**config.mk**
```make
export PLATFORM = sky130hd
export DESIGN_NAME = insertion_sort_engine_flat
export DESIGN_NICKNAME = d
export VERILOG_FILES = /design/src/rtl/insertion_sort_engine_pkg.sv /design/src/rtl/insertion_sort_engine_if.sv /design/src/rtl/insertion_sort_engine_cmp.sv /design/src/rtl/insertion_sort_engine.sv /design/src/flat_wrapper.sv
export SDC_FILE = /design/constraint.sdc
export NUM_CORES = 1
export LEC_CHECK = 0
export CAP_MARGIN = 20
export CORE_AREA = 2 2 77 98
export DETAILED_ROUTE_END_ITERATION = 10
export DIE_AREA = 0 0 79 100
export PLACE_DENSITY = 0.75
export SLEW_MARGIN = 40
export SYNTH_ARGS = -nofsm -noshare
export SYNTH_HDL_FRONTEND = slang
export SYNTH_SLANG_ARGS = --single-unit
```
**constraint.sdc**
```tcl
create_clock -name c_clk -period 2.1 [get_ports c_clk]
set_input_delay 0.315 -clock c_clk [delete_from_list [all_inputs] [get_ports c_clk]]
set_output_delay 0.315 -clock c_clk [all_outputs]
set_load 0.01 [all_outputs]
```
**src/rtl/insertion_sort_engine_pkg.sv**
```systemverilog
// insertion_sort_engine_pkg: state encodings and constants shared by the sort blocks
package insertion_sort_engine_pkg;
  typedef enum logic [3:0] {
    S_IDLE, S_C_CHECK, S_D_INIT, S_RD1, S_RD2, S_CMP, S_WR1, S_WR2, S_INCR, S_DONE
  } state_e;
  localparam int MEM_LAT = 1;
endpackage

```
**src/rtl/insertion_sort_engine_if.sv**
```systemverilog
// insertion_sort_engine_if: control handshake and data-memory port of the sort engine
interface insertion_sort_engine_if #(
  parameter int DATA_W = 8,
  parameter int ADDR_W = 4
);
  logic                  c_s_go;
  logic [ADDR_W:0]       len;
  logic                  busy;
  logic                  done;
  logic [2*ADDR_W-1:0]   swap_cnt;
  logic [ADDR_W-1:0]     mem_addr;
  logic                  mem_rd;
  logic                  mem_wr;
  logic [DATA_W-1:0]     mem_wdata;
  logic [DATA_W-1:0]     mem_rdata;
  modport master (
    output c_s_go, len, mem_rdata,
    input  busy, done, swap_cnt, mem_addr, mem_rd, mem_wr, mem_wdata
  );
  modport slave (
    input  c_s_go, len, mem_rdata,
    output busy, done, swap_cnt, mem_addr, mem_rd, mem_wr, mem_wdata
  );
endinterface

```
**src/rtl/insertion_sort_engine_cmp.sv**
```systemverilog
// sort_cmp: out-of-order test between two neighbouring words; equal words never swap
module sort_cmp #(
  parameter int DATA_W  = 8,
  parameter int DESCEND = 0,
  parameter int SIGNED  = 0
) (
  input  logic [DATA_W-1:0] a_i,
  input  logic [DATA_W-1:0] b_i,
  output logic              ooo_o
);
  logic gt, lt;
  assign gt    = (SIGNED != 0) ? ($signed(a_i) > $signed(b_i)) : (a_i > b_i);
  assign lt    = (SIGNED != 0) ? ($signed(a_i) < $signed(b_i)) : (a_i < b_i);
  assign ooo_o = (DESCEND != 0) ? lt : gt;
endmodule

```
**src/rtl/insertion_sort_engine.sv**
```systemverilog
// insertion_sort_engine: in-place insertion sort of the first len words of a single-port memory
module insertion_sort_engine
  import insertion_sort_engine_pkg::*;
#(
  parameter int DATA_W  = 8,
  parameter int ADDR_W  = 4,
  parameter int DESCEND = 0,
  parameter int SIGNED  = 0
) (
  input  logic                    c_clk,
  input  logic                    c_s_rst,
  insertion_sort_engine_if.slave  bus
);
  localparam int DEPTH = 2**ADDR_W;
  localparam int IW    = ADDR_W + 1;
  state_e              state_q, state_d;
  logic [ADDR_W:0]     c_q, c_d, d_q, d_d, len_q, len_d;
  logic [DATA_W-1:0]   t1_q, t1_d, t2_q, t2_d, wdata_q, wdata_d;
  logic [2*ADDR_W-1:0] swap_q, swap_d;
  logic [ADDR_W-1:0]   addr_q, addr_d;
  logic                rd_q, rd_d, wr_q, wr_d, ooo;
  sort_cmp #(.DATA_W(DATA_W), .DESCEND(DESCEND), .SIGNED(SIGNED)) u_cmp (
    .a_i   (t1_q),
    .b_i   (bus.mem_rdata),
    .ooo_o (ooo)
  );
  always_comb begin
    state_d = state_q;
    c_d     = c_q;
    d_d     = d_q;
    len_d   = len_q;
    t1_d    = t1_q;
    t2_d    = t2_q;
    swap_d  = swap_q;
    case (state_q)
      S_IDLE: if (bus.c_s_go) begin
        state_d = S_C_CHECK;
        len_d   = (bus.len > IW'(DEPTH)) ? IW'(DEPTH) : bus.len;
        c_d     = IW'(1);
        swap_d  = '0;
      end
      S_C_CHECK: begin
        state_d = (c_q < len_q) ? S_D_INIT : S_DONE;
        d_d     = c_q;
      end
      S_D_INIT: state_d = S_RD1;
      S_RD1:    state_d = S_RD2;
      S_RD2: begin
        state_d = S_CMP;
        t1_d    = bus.mem_rdata;
      end
      S_CMP: begin
        state_d = ooo ? S_WR1 : S_INCR;
        t2_d    = bus.mem_rdata;
      end
      S_WR1:    state_d = S_WR2;
      S_WR2: begin
        state_d = (d_q == IW'(1)) ? S_INCR : S_RD1;
        d_d     = d_q - IW'(1);
        swap_d  = swap_q + 1'b1;
      end
      S_INCR: begin
        state_d = S_C_CHECK;
        c_d     = c_q + IW'(1);
      end
      S_DONE:   state_d = S_IDLE;
      default:  state_d = S_IDLE;
    endcase
    // strobes/address are registered, so they are derived from the state being entered
    rd_d    = (state_d == S_RD1) || (state_d == S_RD2);
    wr_d    = (state_d == S_WR1) || (state_d == S_WR2);
    addr_d  = (state_d == S_RD1 || state_d == S_WR1) ? ADDR_W'(d_d - IW'(1)) :
              (rd_d || wr_d) ? ADDR_W'(d_d) : addr_q;
    wdata_d = (state_d == S_WR1) ? t2_d : (state_d == S_WR2) ? t1_q : wdata_q;
  end
  always_ff @(posedge c_clk) begin
    if (c_s_rst) begin
      state_q <= S_IDLE;
      c_q     <= '0;
      d_q     <= '0;
      len_q   <= '0;
      t1_q    <= '0;
      t2_q    <= '0;
      swap_q  <= '0;
      addr_q  <= '0;
      wdata_q <= '0;
      rd_q    <= 1'b0;
      wr_q    <= 1'b0;
    end else begin
      state_q <= state_d;
      c_q     <= c_d;
      d_q     <= d_d;
      len_q   <= len_d;
      t1_q    <= t1_d;
      t2_q    <= t2_d;
      swap_q  <= swap_d;
      addr_q  <= addr_d;
      wdata_q <= wdata_d;
      rd_q    <= rd_d;
      wr_q    <= wr_d;
    end
  end
  assign bus.busy      = (state_q != S_IDLE);
  assign bus.done      = (state_q == S_DONE);
  assign bus.swap_cnt  = swap_q;
  assign bus.mem_addr  = addr_q;
  assign bus.mem_rd    = rd_q;
  assign bus.mem_wr    = wr_q;
  assign bus.mem_wdata = wdata_q;
endmodule

```
**src/flat_wrapper.sv**
```systemverilog
// flat-port wrapper written by rule: the top's interface ports become plain ports
module insertion_sort_engine_flat import insertion_sort_engine_pkg::*;
#(
  parameter int DATA_W  = 8,
  parameter int ADDR_W  = 4,
  parameter int DESCEND = 0,
  parameter int SIGNED  = 0
)
  (c_clk, c_s_rst, bus_c_s_go, bus_len, bus_mem_rdata, bus_busy, bus_done, bus_swap_cnt, bus_mem_addr, bus_mem_rd, bus_mem_wr, bus_mem_wdata);
  insertion_sort_engine_if #(.DATA_W(DATA_W), .ADDR_W(ADDR_W)) bus_i ();
  input  logic c_clk;
  input  logic c_s_rst;
  input wire logic [$bits(bus_i.c_s_go)-1:0] bus_c_s_go;
  input wire logic [$bits(bus_i.len)-1:0] bus_len;
  input wire logic [$bits(bus_i.mem_rdata)-1:0] bus_mem_rdata;
  output wire logic [$bits(bus_i.busy)-1:0] bus_busy;
  output wire logic [$bits(bus_i.done)-1:0] bus_done;
  output wire logic [$bits(bus_i.swap_cnt)-1:0] bus_swap_cnt;
  output wire logic [$bits(bus_i.mem_addr)-1:0] bus_mem_addr;
  output wire logic [$bits(bus_i.mem_rd)-1:0] bus_mem_rd;
  output wire logic [$bits(bus_i.mem_wr)-1:0] bus_mem_wr;
  output wire logic [$bits(bus_i.mem_wdata)-1:0] bus_mem_wdata;
  assign bus_i.c_s_go = bus_c_s_go;
  assign bus_i.len = bus_len;
  assign bus_i.mem_rdata = bus_mem_rdata;
  assign bus_busy = bus_i.busy;
  assign bus_done = bus_i.done;
  assign bus_swap_cnt = bus_i.swap_cnt;
  assign bus_mem_addr = bus_i.mem_addr;
  assign bus_mem_rd = bus_i.mem_rd;
  assign bus_mem_wr = bus_i.mem_wr;
  assign bus_mem_wdata = bus_i.mem_wdata;
  insertion_sort_engine #(.DATA_W(DATA_W), .ADDR_W(ADDR_W), .DESCEND(DESCEND), .SIGNED(SIGNED)) u_core (.c_clk(c_clk), .c_s_rst(c_s_rst), .bus(bus_i));
endmodule
```
# Word level (Yosys, flattened, before mapping)

Cells that the tools add are included.

ROM bits: 0
Bits in writable memories: 0
Flip-flop bits (word level): 57
Output and inout bits: 24
Logic and storage cells: 62
Input port bits: 16
Bits in latches: 0
Memories: 0

Reduce and logical (&&, ||, !) cells: 13
Magnitude comparators: 3
Multipliers: 0
Div/mod/pow operators: 0
Shift-type cells: 0
Muxes and demuxes: 16
Add/subtract/negate cells: 4
Bitwise operators: 0
Equal/unequal tests: 15

Operators with widths:

| kind                                              | number |
|---|---|
| case mux 4 bit (9 select lines)                   | 1 |
| two-way mux 8 bit                                 | 4 |
| == test 4 x 3 -> 1 bit (second input constant)    | 7 |
| two-way mux 4 bit                                 | 6 |
| case mux 5 bit (2 select lines)                   | 2 |
| case mux 8 bit (2 select lines)                   | 1 |
| == test 4 x 2 -> 1 bit (second input constant)    | 3 |
| two-way mux 5 bit                                 | 2 |
| adder 8 x 1 -> 8 bit (second input constant)      | 1 |
| == test 4 bit (second input constant)             | 2 |
| > comparator 8 bit                                | 1 |
| nonzero test 2 bit                                | 4 |
| AND reduction 2 bit                               | 3 |
| adder 5 x 1 -> 5 bit (second input constant)      | 1 |
| == test 5 x 1 -> 1 bit (second input constant)    | 1 |
| > comparator 5 bit (second input constant)        | 1 |
| < comparator 5 bit                                | 1 |
| subtractor 5 x 1 -> 5 bit (second input constant) | 1 |
| == test 4 x 1 -> 1 bit (second input constant)    | 1 |
| logical NOT 4 bit                                 | 1 |
| logical OR 1 bit                                  | 4 |
| nonzero test 4 bit                                | 1 |
| subtractor 4 x 1 -> 4 bit (second input constant) | 1 |
| inequality test 2 bit (second input constant)     | 1 |

# Logic depth before layout (Yosys ltp)

Depth in word-level cells: 8
Gate-level depth with buffers: 10
Depth with buffers taken out: 8

# Hierarchy

From an unflattened synthesis, not the netlist that was laid out.

Cell total of the unflattened synthesis: 365
Area total of the unflattened synthesis: 3,148.0 um^2

By module, submodules not included:

| module                | times used | area an instance (um^2) | sequential area each (um^2) | cells each |
|---|---|---|---|---|
| insertion_sort_engine | 1          | 2,931.6                 | 1,141.1                     | 338 |
| sort_cmp              | 1          | 216.5                   | 0.0                         | 27 |

# Worst setup path before layout

Ideal clock, no wire load.

Path kind: reg-to-reg
From: register u_core.d_q[0]
To: register u_core.addr_q[1] (netlist: u_core.bus.mem_addr[1])
Data required time: 2.014 ns
Library setup time: 0.086 ns
Clock period less this slack: 2.271 ns
Slack: -0.171 ns
Buffers on the path: 1
Cell stages (with the launch flop): 9
Arrival: 2.186 ns
Cell sequence: dfxtp_1 ha_1 or4b_4 buf_6 nor2b_4 o211a_1 nor3_2 mux2_2 a211oi_1

Word-level cells in the longest chain between the ends: 7
Elaborated cells on any way between the ends: 17
Those cells by class: add/sub: 2; eq/ne: 5; mux: 5; reduce/logical: 5

Ends and longest elaborated chain:

| what                                                              | RTL line                    | source |
|---|---|---|
| start: declaration                                                | insertion_sort_engine.sv:17 | `logic [ADDR_W:0] c_q, c_d, d_q, d_d, len_q, len_d;` |
| start signal: assignment                                          | insertion_sort_engine.sv:80 | `d_q <= '0;` |
| start signal: assignment                                          | insertion_sort_engine.sv:92 | `d_q <= d_d;` |
| branches (longest 7 deep; another with subtractor 5 x 1 -> 5 bit) | --                          |  |
| end signal: assignment                                            | insertion_sort_engine.sv:97 | `addr_q <= addr_d;` |
| end: declaration                                                  | insertion_sort_engine.sv:20 | `logic [ADDR_W-1:0] addr_q, addr_d;` |

Several ways; the timed one is not identified. The select of a mux whose other input is x is not followed.
A chain may end at the register's enable or synchronous reset.

# Final worst setup path

From: register u_core.d_q[1]
To: register u_core.wdata_q[0] (netlist: u_core.bus.mem_wdata[0])

Word-level cells in the longest chain between the ends: 5
Elaborated cells on any way between the ends: 7
Those cells by class: eq/ne: 3; mux: 3; reduce/logical: 1

Ends and longest elaborated chain:

| what                                                           | RTL line                    | source |
|---|---|---|
| == test 5 x 1 -> 1 bit *                                       | insertion_sort_engine.sv:58 | `state_d = (d_q == IW'(1)) ? S_INCR : S_RD1;` |
| two-way mux 4 bit *                                            | insertion_sort_engine.sv:58 |  |
| case mux 4 bit (9 select lines) *                              | insertion_sort_engine.sv:35 | `case (state_q)` |
| == test 4 x 3 -> 1 bit                                         | insertion_sort_engine.sv:74 | `wdata_d = (state_d == S_WR1) ? t2_d : (state_d == S_WR2) ? t1_q : wdata_q;` |
| two-way mux 8 bit / nonzero test 2 bit (equally long branches) | --                          |  |
| end signal: assignment                                         | insertion_sort_engine.sv:98 | `wdata_q <= wdata_d;` |
| end: declaration                                               | insertion_sort_engine.sv:18 | `logic [DATA_W-1:0] t1_q, t1_d, t2_q, t2_d, wdata_q, wdata_d;` |

Every way passes the cells marked *; elsewhere a longest branch is shown, timed or not.

==> flow_summary.toml <==
[finish]
fin_nets = 498
instances_no_fill = 562
antennaDiodeCount = 0
area_growth_pct = 47.0
final_util_pct = 63.4
drive_gt1_share_pct = 30.2

[status]
violations = "setup timing"
status = "finished with violations"

[logic_synthesis]
yosysWarnings = 0
syn-num-nets = 401
syn_area_um2 = 3060
async_flop_share_pct = 0
synth.most_common_cell = "dfxtp_1"
ys_ff_latch = 57
ys_types = 58
ys.flop_type = "dfxtp_1"
synth_edf_count = 0
yosys.area.top_type = "dfxtp_1"
synth_top_area_share_pct = 37.3
netlist_top_cells_count = "57 x dfxtp_1, 39 x nor2_1, 35 x a21oi_1"
syn_area_per_cell_um2 = 8.31
synthTopCellsByArea = "dfxtp_1 37%, ha_1 7.0%, a21oi_1 5.7%"
netlist_instances = 368
ys_seq_area_share_pct = 37.3

[worst_setup_path]
cp-end-kind = "flop"
critPathRequiredTime_ns = 2.34
path_class = "reg -> reg"
crit_arrival_ns = 2.43
worst-path-max-fanout = 8
worstSetupStartpointType = "flop"

[grt]
grtUsageTotal_pct = 21.0
grt_max_degree = 27
grt_pass1_wl_um = 13100
antenna_found_initial = 0
grt_pass1_vias = 2906
grt_overflow_total = 0

[hold_path]
hold_class = "in -> reg"

[placement]
dp_cells = 534
globalplace.congestion = 0.881
post-place-ws_ns = -0.552
dp_hpwl_um = 5730
port_buffers = 39

[clocking]
cts_sinks = 57
clockBufferDepth = 2
cts_buffers = 9
clkLatencyLatePin_ns = 0.35
clkTransAtPathRegs_ns = 0.07
tritoncts = "done"
root_buffer = "clkbuf_8"
cts-htree-levels = 3

[sta]
hold_viol = 0
rsz0062_at_grt = "yes"
min_period_ns = 2.20
slew-limit-headroom_pct = 55.8
setup_viol = 11
drv_slew = 0
fin_crit_sh_pct = 105
tightest_slew_ns = 0.663
setup_ws_ns = -0.0976
timing.fmax_mhz = 455
clock_skew_ns = 0.00934

[floorplan]
core-area_um2 = 7090
rows = 35
die_w_um = 79
fp.dieH_um = 100
start_util_pct = 43.1
pin_count = 40
die_area_um2 = 7900

[power_and_ir_drop]
p_per_area_nw_per_um2 = 778
total_power_mw = 3.50
peakVddDrop_v = 0.000483
p_leak_nw = 1.78

[routing]
vias_per_cell = 5.41
drt_first_pass_iters = 4
wire_per_inst_um = 15.4
drt_iter0_markers = 160
ant_nets = 0
routed_wirelength_um = 8630
drc_errors = 0
vias = 3038

[job]
max_cap_viol_count = 0
-- critical path: stages (launching register included) --
cell	delay (ns)
dfxtp_2	0.32
inv_2	0.06
ha_4	0.11
or4b_4	0.48
buf_6	0.14
a2bb2oi_2	0.11
o21ai_1	0.08
a21oi_2	0.14
buf_6	0.19
buf_6	0.13
mux2i_4	0.25
o31ai_4	0.07
-- final cells by class --
cell class / count / area (µm²)
fill: 581 / 2600
multi-input combinational: 273 / 2020
sequential: 57 / 1150
timing repair buffer: 104 / 926
clock buffer: 10 / 138
tap: 92 / 115
inverter: 20 / 75.1
clock inverter: 6 / 67.6
-- where the power goes --
| part | leakage (nW) | total, mW | switching, mW | internal (mW) |
|---|---|---|---|---|
| Combinational | 1.22 | 1.24 | 0.614 | 0.628 |
| Clock | 0.0985 | 1.06 | 0.477 | 0.581 |
| Sequential | 0.464 | 1.20 | 0.0605 | 1.14 |
-- path summary, 6_finish.rpt --
kind | from | endpoint | slack [ns] | depth (start not counted)
max | u_core.d_q[1] | u_core.bus.mem_wdata[0] | -0.1 | 11
min | bus_mem_rdata[5] | u_core.t1_q[5] | 0.37 | 4
max reg2reg | u_core.d_q[1] | u_core.bus.mem_wdata[0] | -0.1 | 11
min reg2reg | u_core.len_q[4] | u_core.len_q[4] | 0.46 | 2
-- timing repair --
action | 4_1_cts | 5_1_grt
gates cloned | 0 | 2
hold buffers | 0 | 0
gates resized for setup | 29 | 38
pin swaps | 14 | 11
buffers inserted | 4 | 6
endpoints found under the setup margin | 16 | 13
-- cells by family after synthesis --
| group | after synthesis | share of synthesized area, % |
|---|---|---|
| fa+ha+maj | 17 | 6.96 |
| compound gates | 88 | 18.7 |
| xor+xnor | 2 | 0.573 |
| buf+inv | 38 | 5.03 |
| simple gates | 145 | 24.1 |
| mux | 21 | 7.29 |
| flops | 57 | 37.3 |
-- per-stage QoR --
step                      setup TNS (ns)  hold WS [ns]  instance area [µm²]
after global placement             -5.90         0.444                 3920
final                             -0.826         0.375                 4490
after floorplan                   -0.238         0.436                 3070
after global routing               -1.79         0.381                 4490
after detailed placement           -6.70         0.449                 3920
after CTS                         -0.183         0.374                 4240
-- cell usage in the layout, fill, tap and decap left out, types with 9 or more instances in the layout --
cell             synthesis  routed
buf_4                    0      56
dfxtp_1                 57      50
nor2_1                  39      38
nand2_1                 32      32
clkdlybuf4s50_1          0      31
a21oi_1                 35      30
nand3_1                 23      21
inv_1                   20      18
nor2b_1                 13      13
ha_1                    17      12
clkbuf_8                 0      10
mux2_2                  10       9
-- routing by layer --
layer / vias up / share of wire (%) / track usage [%] / routed length, µm
li1: 1510 / - / - / -
met1: 1446 / 41 / 23.4 / 3560
met2: 64 / 53 / 36.7 / 4560
met3: 18 / 3.3 / 5.31 / 289
met4: 0 / 2.5 / 10.9 / 218
met5: - / 0 / 0 / 0
-- flip-flops by register name, summed over array words and instances (netlist names) --
signal                count
u_core.bus.mem_addr       4
u_core.bus.mem_rd         1
u_core.bus.mem_wdata      8
u_core.bus.mem_wr         1
u_core.bus.swap_cnt       8
u_core.c_q                5
u_core.d_q                5
u_core.len_q              5
u_core.state_q            4
u_core.t1_q               8
u_core.t2_q               8
Power figures use the tool's default switching activity.
==> RTL edit 1: new RTL, config.mk and constraints unchanged <==
The 10 states of `state_e` get a one-hot encoding in 10 bits.
--- a/src/rtl/insertion_sort_engine_pkg.sv
+++ b/src/rtl/insertion_sort_engine_pkg.sv
@@ -1,6 +1,6 @@
 // insertion_sort_engine_pkg: state encodings and constants shared by the sort blocks
 package insertion_sort_engine_pkg;
-  typedef enum logic [3:0] {
-    S_IDLE, S_C_CHECK, S_D_INIT, S_RD1, S_RD2, S_CMP, S_WR1, S_WR2, S_INCR, S_DONE
+  typedef enum logic [9:0] {
+    S_IDLE = 10'b0000000001, S_C_CHECK = 10'b0000000010, S_D_INIT = 10'b0000000100, S_RD1 = 10'b0000001000, S_RD2 = 10'b0000010000, S_CMP = 10'b0000100000, S_WR1 = 10'b0001000000, S_WR2 = 10'b0010000000, S_INCR = 10'b0100000000, S_DONE = 10'b1000000000
   } state_e;
   localparam int MEM_LAT = 1;
Formal check against the unedited RTL: no difference found for any inputs over 10 cycles, from zero or initial values and one cycle with c_s_rst high; not proved beyond that.
==> RTL edit 1 against the original RTL <==
The run still ends with setup timing left. Sequential share of layout area rose by 1.0 points. Synthesized area up 2.5%. Setup slack gained 11 ps. Sequential cell count increased by 1. Global-route usage increased by 0.64 points. Final area shrank 2.4%. Critical path depth decreased by 3. Routed wire length rose by 0.68%. First-iteration DRC count is 14% lower.
Power is not compared: it rests on default switching activity, and its combinational part moved more than twofold at a synthesized area within 25%.
==> RTL edit 1: results (changes against the original RTL) <==
metric;value;unit;change
min_path_cells;3;;was 4
place_inst;523;;was 534
r2r_start;u_core.state_q[9];;was u_core.d_q[1]
fin_nets;485;;was 498
setup_slack;-86.3;ps;was -97.6 ps
p_sw_share;25.7;%;
peakVddDrop;408;uV;
grt_pass1_wl;13400;microns;was 13,100 microns
async_flop_share;0;%;unchanged
critPathSlowestCell;clkdlybuf4s50_1;;was or4b_4
layout.cells.non_filler;549;;was 562
drt_iter0_markers;137;;was 160
gp_congestion;0.901;;was 0.881
max_stage_delay;470;ps;
insertion_delay;340;ps;
worstHoldStart;bus_mem_rdata[1];;was bus_mem_rdata[5]
status;finished with violations;;unchanged
place_ws;-331;ps;was -552 ps
largest_reg_flops;10;;
max_slew.worst_pin.slew;576;ps;was 663 ps
worstSetupEndpoint;u_core.bus.mem_addr[3];;was u_core.bus.mem_wdata[0]
yosys-top-cells-area;dfxtp_1, ha_1, nor2_1, mux2i_1, a21oi_1;;was dfxtp_1, ha_1, a21oi_1, nor2_1, nand2_1
critical_path.top_delay_family;compound AO/OA/AOI/OAI gates;;was buffers and inverters
finalSetupTns;-135;ps;was -826 ps
cp-startpoint;bus_mem_rdata[3];;was u_core.d_q[1]
grt_max_degree;29;;was 27
fill_cells;596;;was 581
setup_viol;2;;was 11
grt_usage;21.7;%;was 21.0%
synthTopCellsByCount;dfxtp_1, nor2_1, a21oi_1, nand2_1, inv_1;;was dfxtp_1, nor2_1, a21oi_1, nand2_1, nand3_1
violations;setup timing;;unchanged
cp_max_fo;3;;was 8
synth-seq-area-share;37.1;%;was 37.3%
hold_path.class;in -> reg;;unchanged
antenna_found_initial;0;;unchanged
place.detailed.hpwl;5990;microns;was 5730 microns
placed_cell_area;3920;sq um;about the same
timing.reg2reg.worst_path_depth;9;;was 11
cts_inserted_buffers;9;;unchanged
hold_path_end;u_core.t1_q[1];;was u_core.t1_q[5]
final_layout_size_suffix_gt1_share;27.1;%;was 30.2%
p_leak;1.73;nW;
cp.arrival;2390;ps;was 2430 ps
r2r_slack;-60;ps;was -100 ps
wl_per_cell;15.8;microns;was 15.4 microns
syn_inst;363;;was 368
via_per_inst;5.59;;was 5.41
yosysUniqueCellTypes;59;;was 58
synth_ff_type;dfxtp_1;;unchanged
skew;11.2;ps;was 9.34 ps
root_buffer;clkbuf_8;;unchanged
cts_max_path_buffers;2;;unchanged
grt_pass1_vias;2967;;was 2,906
postSynthNetCount;396;;was 401
## RTL edit 1: cell types whose count changed in the layout (fill, tap and decap cells not counted), moves of 6 or more
| cell | delta |
|---|---|
| nor2b_1 | -9 |
| nor3_1 | +6 |
| mux2i_1 | +9 |
| nor2_1 | +9 |
| nand4_1 | +6 |
| nand3_1 | -8 |
| mux2_2 | -6 |
| a21oi_1 | -7 |
| nand2_1 | -12 |
## RTL edit 1: per-stage QoR
| step | hold WS, ps | utilization [%] |
|---|---|---|
| floorplan | 420 | - |
| global placement | 442 | 55.2 |
| detailed placement | 445 | 55.2 |
| CTS | 434 | 58.9 |
| global route | 343 | 61.8 |
| finish | 315 | 61.8 |
## RTL edit 1: cells by family (layout without fill, tap and decap cells)
family | Yosys count | after routing | share of synthesized area, %
simple gates | 147 | 147 | 25.8
compound gates | 74 | 74 | 16.5
flops | 58 | 58 | 37.1
buf+inv | 39 | 133 | 5.19
fa+ha+maj | 17 | 17 | 6.79
mux | 17 | 17 | 5.55
xor+xnor | 11 | 11 | 3.08
## RTL edit 1: area by class of cell
class                      count  area [sq um]  area share (%)
multi-input combinational    266          2000            45.6
sequential                    58          1170            26.6
timing repair buffer          98           837            19.1
clock buffer                  11           141            3.22
tap                           92           115            2.63
inverter                      19          71.3            1.63
clock inverter                 5          53.8            1.23
## RTL edit 1: layer usage
metal	up-vias	wire [microns]	track usage [%]
li1	1489	-	-
met1	1457	3490	23.7
met2	105	4590	39.0
met3	17	438	4.14
met4	0	178	11.8
met5	-	0	0
## RTL edit 1: timing repair
action / 4_1_cts / 5_1_grt
gates resized for setup: 13 / 41
cloned: 0 / 2
setup endpoints to repair: 5 / 28
buffers inserted: 4 / 4
pin swaps: 7 / 18
==> RTL edit 2: new RTL, config.mk and constraints unchanged <==
Made on the original files. `ADDR_W` is set to 4 in 3 places; all go to 3.
--- a/src/rtl/insertion_sort_engine_if.sv
+++ b/src/rtl/insertion_sort_engine_if.sv
@@ -2,5 +2,5 @@
 interface insertion_sort_engine_if #(
   parameter int DATA_W = 8,
-  parameter int ADDR_W = 4
+  parameter int ADDR_W = 3
 );
   logic                  c_s_go;
--- a/src/rtl/insertion_sort_engine.sv
+++ b/src/rtl/insertion_sort_engine.sv
@@ -4,5 +4,5 @@
 #(
   parameter int DATA_W  = 8,
-  parameter int ADDR_W  = 4,
+  parameter int ADDR_W  = 3,
   parameter int DESCEND = 0,
   parameter int SIGNED  = 0
--- a/src/flat_wrapper.sv
+++ b/src/flat_wrapper.sv
@@ -3,5 +3,5 @@
 #(
   parameter int DATA_W  = 8,
-  parameter int ADDR_W  = 4,
+  parameter int ADDR_W  = 3,
   parameter int DESCEND = 0,
   parameter int SIGNED  = 0
Ports: changed (resized bus_len, bus_mem_addr and bus_swap_cnt); port bits go from 40 to 36. No check against the original RTL was run, so the function may have changed too.
==> RTL edit 2 against the original RTL <==
Count of clock-buffer cells in the layout is 4 lower. Setup slack better by 140 ps. Total power shrank 27%. Critical path type unchanged. Synthesized area down 12%. Final area down 18%. Sequential cell count is 6 lower. Cell count decreased by 18%. Non-clock buffer count down 28. Routed wire length shrank 24%. Clock skew decreased by 2.8 ps. Largest cell class unchanged.
==> RTL edit 2: results (changes against the original RTL) <==
metric;value;unit;change
status;finished, final reports clean;;was finished with violations
hold_path.class;in -> reg;;unchanged
gp_congestion;0.843;;was 0.881
synth-seq-area-share;37.9;%;was 37.3%
final_layout_size_suffix_gt1_share;27.3;%;was 30.2%
place.detailed.hpwl;4740;microns;was 5730 microns
root_buffer;clkbuf_8;;unchanged
wl;6590;microns;was 8630 microns
grt_usage;16.7;%;was 21.0%
max_stage_delay;370;ps;was 480 ps
clk_pin_slew;90;ps;was 70 ps
io_buffers;35;;was 39
grt_max_degree;17;;was 27
async_flop_share;0;%;unchanged
fin_nets;400;;was 498
yosys-top-cells-area;dfxtp_1, ha_1, a21oi_1, nand2_1, mux2i_1;;was dfxtp_1, ha_1, a21oi_1, nor2_1, nand2_1
peakVddDrop;433;uV;was 483 uV
p_leak;1.48;nW;was 1.78 nW
htreeDepth;2;;was 3
grt_pass1_wl;10600;microns;was 13,100 microns
yosys_warnings;0;;unchanged
grt_pass1_vias;2329;;was 2,906
antenna_found_initial;0;;unchanged
placed_cell_area;3360;sq um;was 3920 sq um
skew;6.58;ps;was 9.34 ps
insertion_delay;310;ps;was 350 ps
overflow;0;;unchanged
synthTopCellsByCount;dfxtp_1, a21oi_1, nand2_1, inv_1, nor2_1;;was dfxtp_1, nor2_1, a21oi_1, nand2_1, nand3_1
dr.pass1.iters;4;;unchanged
synth_ff_type;dfxtp_1;;unchanged
cts_max_path_buffers;2;;unchanged
critPathSlowestCell;dfxtp_4;;was or4b_4
cts_inserted_buffers;5;;was 9
yosysUniqueCellTypes;60;;was 58
antenna_cells;0;;unchanged
postSynthNetCount;331;;was 401
via_per_inst;5.19;;was 5.41
cp_max_fo;5;;was 8
max_slew.worst_pin.slew;460;ps;was 663 ps
drt_iter0_markers;73;;was 160
cp.arrival;2260;ps;was 2430 ps
==> RTL edit 2: cells by family after synthesis <==
group / count (synthesis) / share of synthesized area, %
and+or+nand+nor: 107 / 22.4
xor gates and xnor gates: 1 / 0.325
muxes: 18 / 7.20
AOI/OAI and AO/OA: 71 / 18.8
DFF: 51 / 37.9
buffers and inverters: 36 / 5.95
adders and majority gates: 16 / 7.43
==> RTL edit 2: worst max-delay path: cells and delay by family, from the launching register on <==
family / cells / cell delay [ps]
buf+inv: 2 / 370
fa+ha+maj: 1 / 270
simple gates: 2 / 320
flops: 1 / 370
compound gates: 4 / 610
==> RTL edit 2: routing by layer <==
layer | wire length, microns | vias to the layer above | GRT usage, %
met1 | 2740 | 1151 | 19.4
met3 | 150 | 5 | 2.70
li1 | - | 1210 | -
met2 | 3640 | 33 | 31.3
met5 | 0 | - | 0
met4 | 57 | 0 | 4.38
==> RTL edit 2: repair_timing <==
item,CTS,global route
resized for setup,23,20
setup endpoints to repair,14,12
pin swaps,9,8
buffers inserted,2,3
endpoints found under the hold margin,0,0
==> RTL edit 2: stage by stage <==
step	worst slack (ps)	cells	power [mW]	utilization, %	TNS [ps]
3_5_place_dp	-496	449	1.81	47.4	-5980
4_1_cts	8.06	459	2.56	50.4	0
6_report	37.9	462	2.55	52.0	0
2_1_floorplan	20.8	300	1.52	-	0
3_3_place_gp	-436	449	1.79	47.4	-5190
5_1_grt	-24.3	462	2.68	52.0	-120
==> RTL edit 2: report_power, final <==
part,total (mW),switching (mW),leakage (nW),internal [mW]
registers,1.06,0.0475,0.416,1.01
clock network,0.713,0.327,0.0612,0.386
logic,0.784,0.403,1.00,0.381
==> RTL edit 2: cell type report <==
cell class,instances,area [sq um]
well taps,92,115
clock buffers,6,82.6
flip-flops and latches,51,1030
fillers,648,3400
inverters,22,82.6
clock inverters,2,35.0
repair buffers,76,669
multi-input cells,213,1670
==> RTL edit 2: worst paths after layout <==
kind | end | depth (start not counted) | slack [ps] | from
worst max-delay path | u_core.bus.mem_wdata[4] | 9 | 40 | u_core.t1_q[7]
worst min-delay path | u_core.t1_q[0] | 3 | 430 | bus_mem_rdata[0]
worst max register to register | u_core.bus.mem_wdata[4] | 9 | 40 | u_core.t1_q[7]
worst min register to register | u_core.bus.mem_wdata[0] | 1 | 470 | u_core.bus.mem_wdata[0]
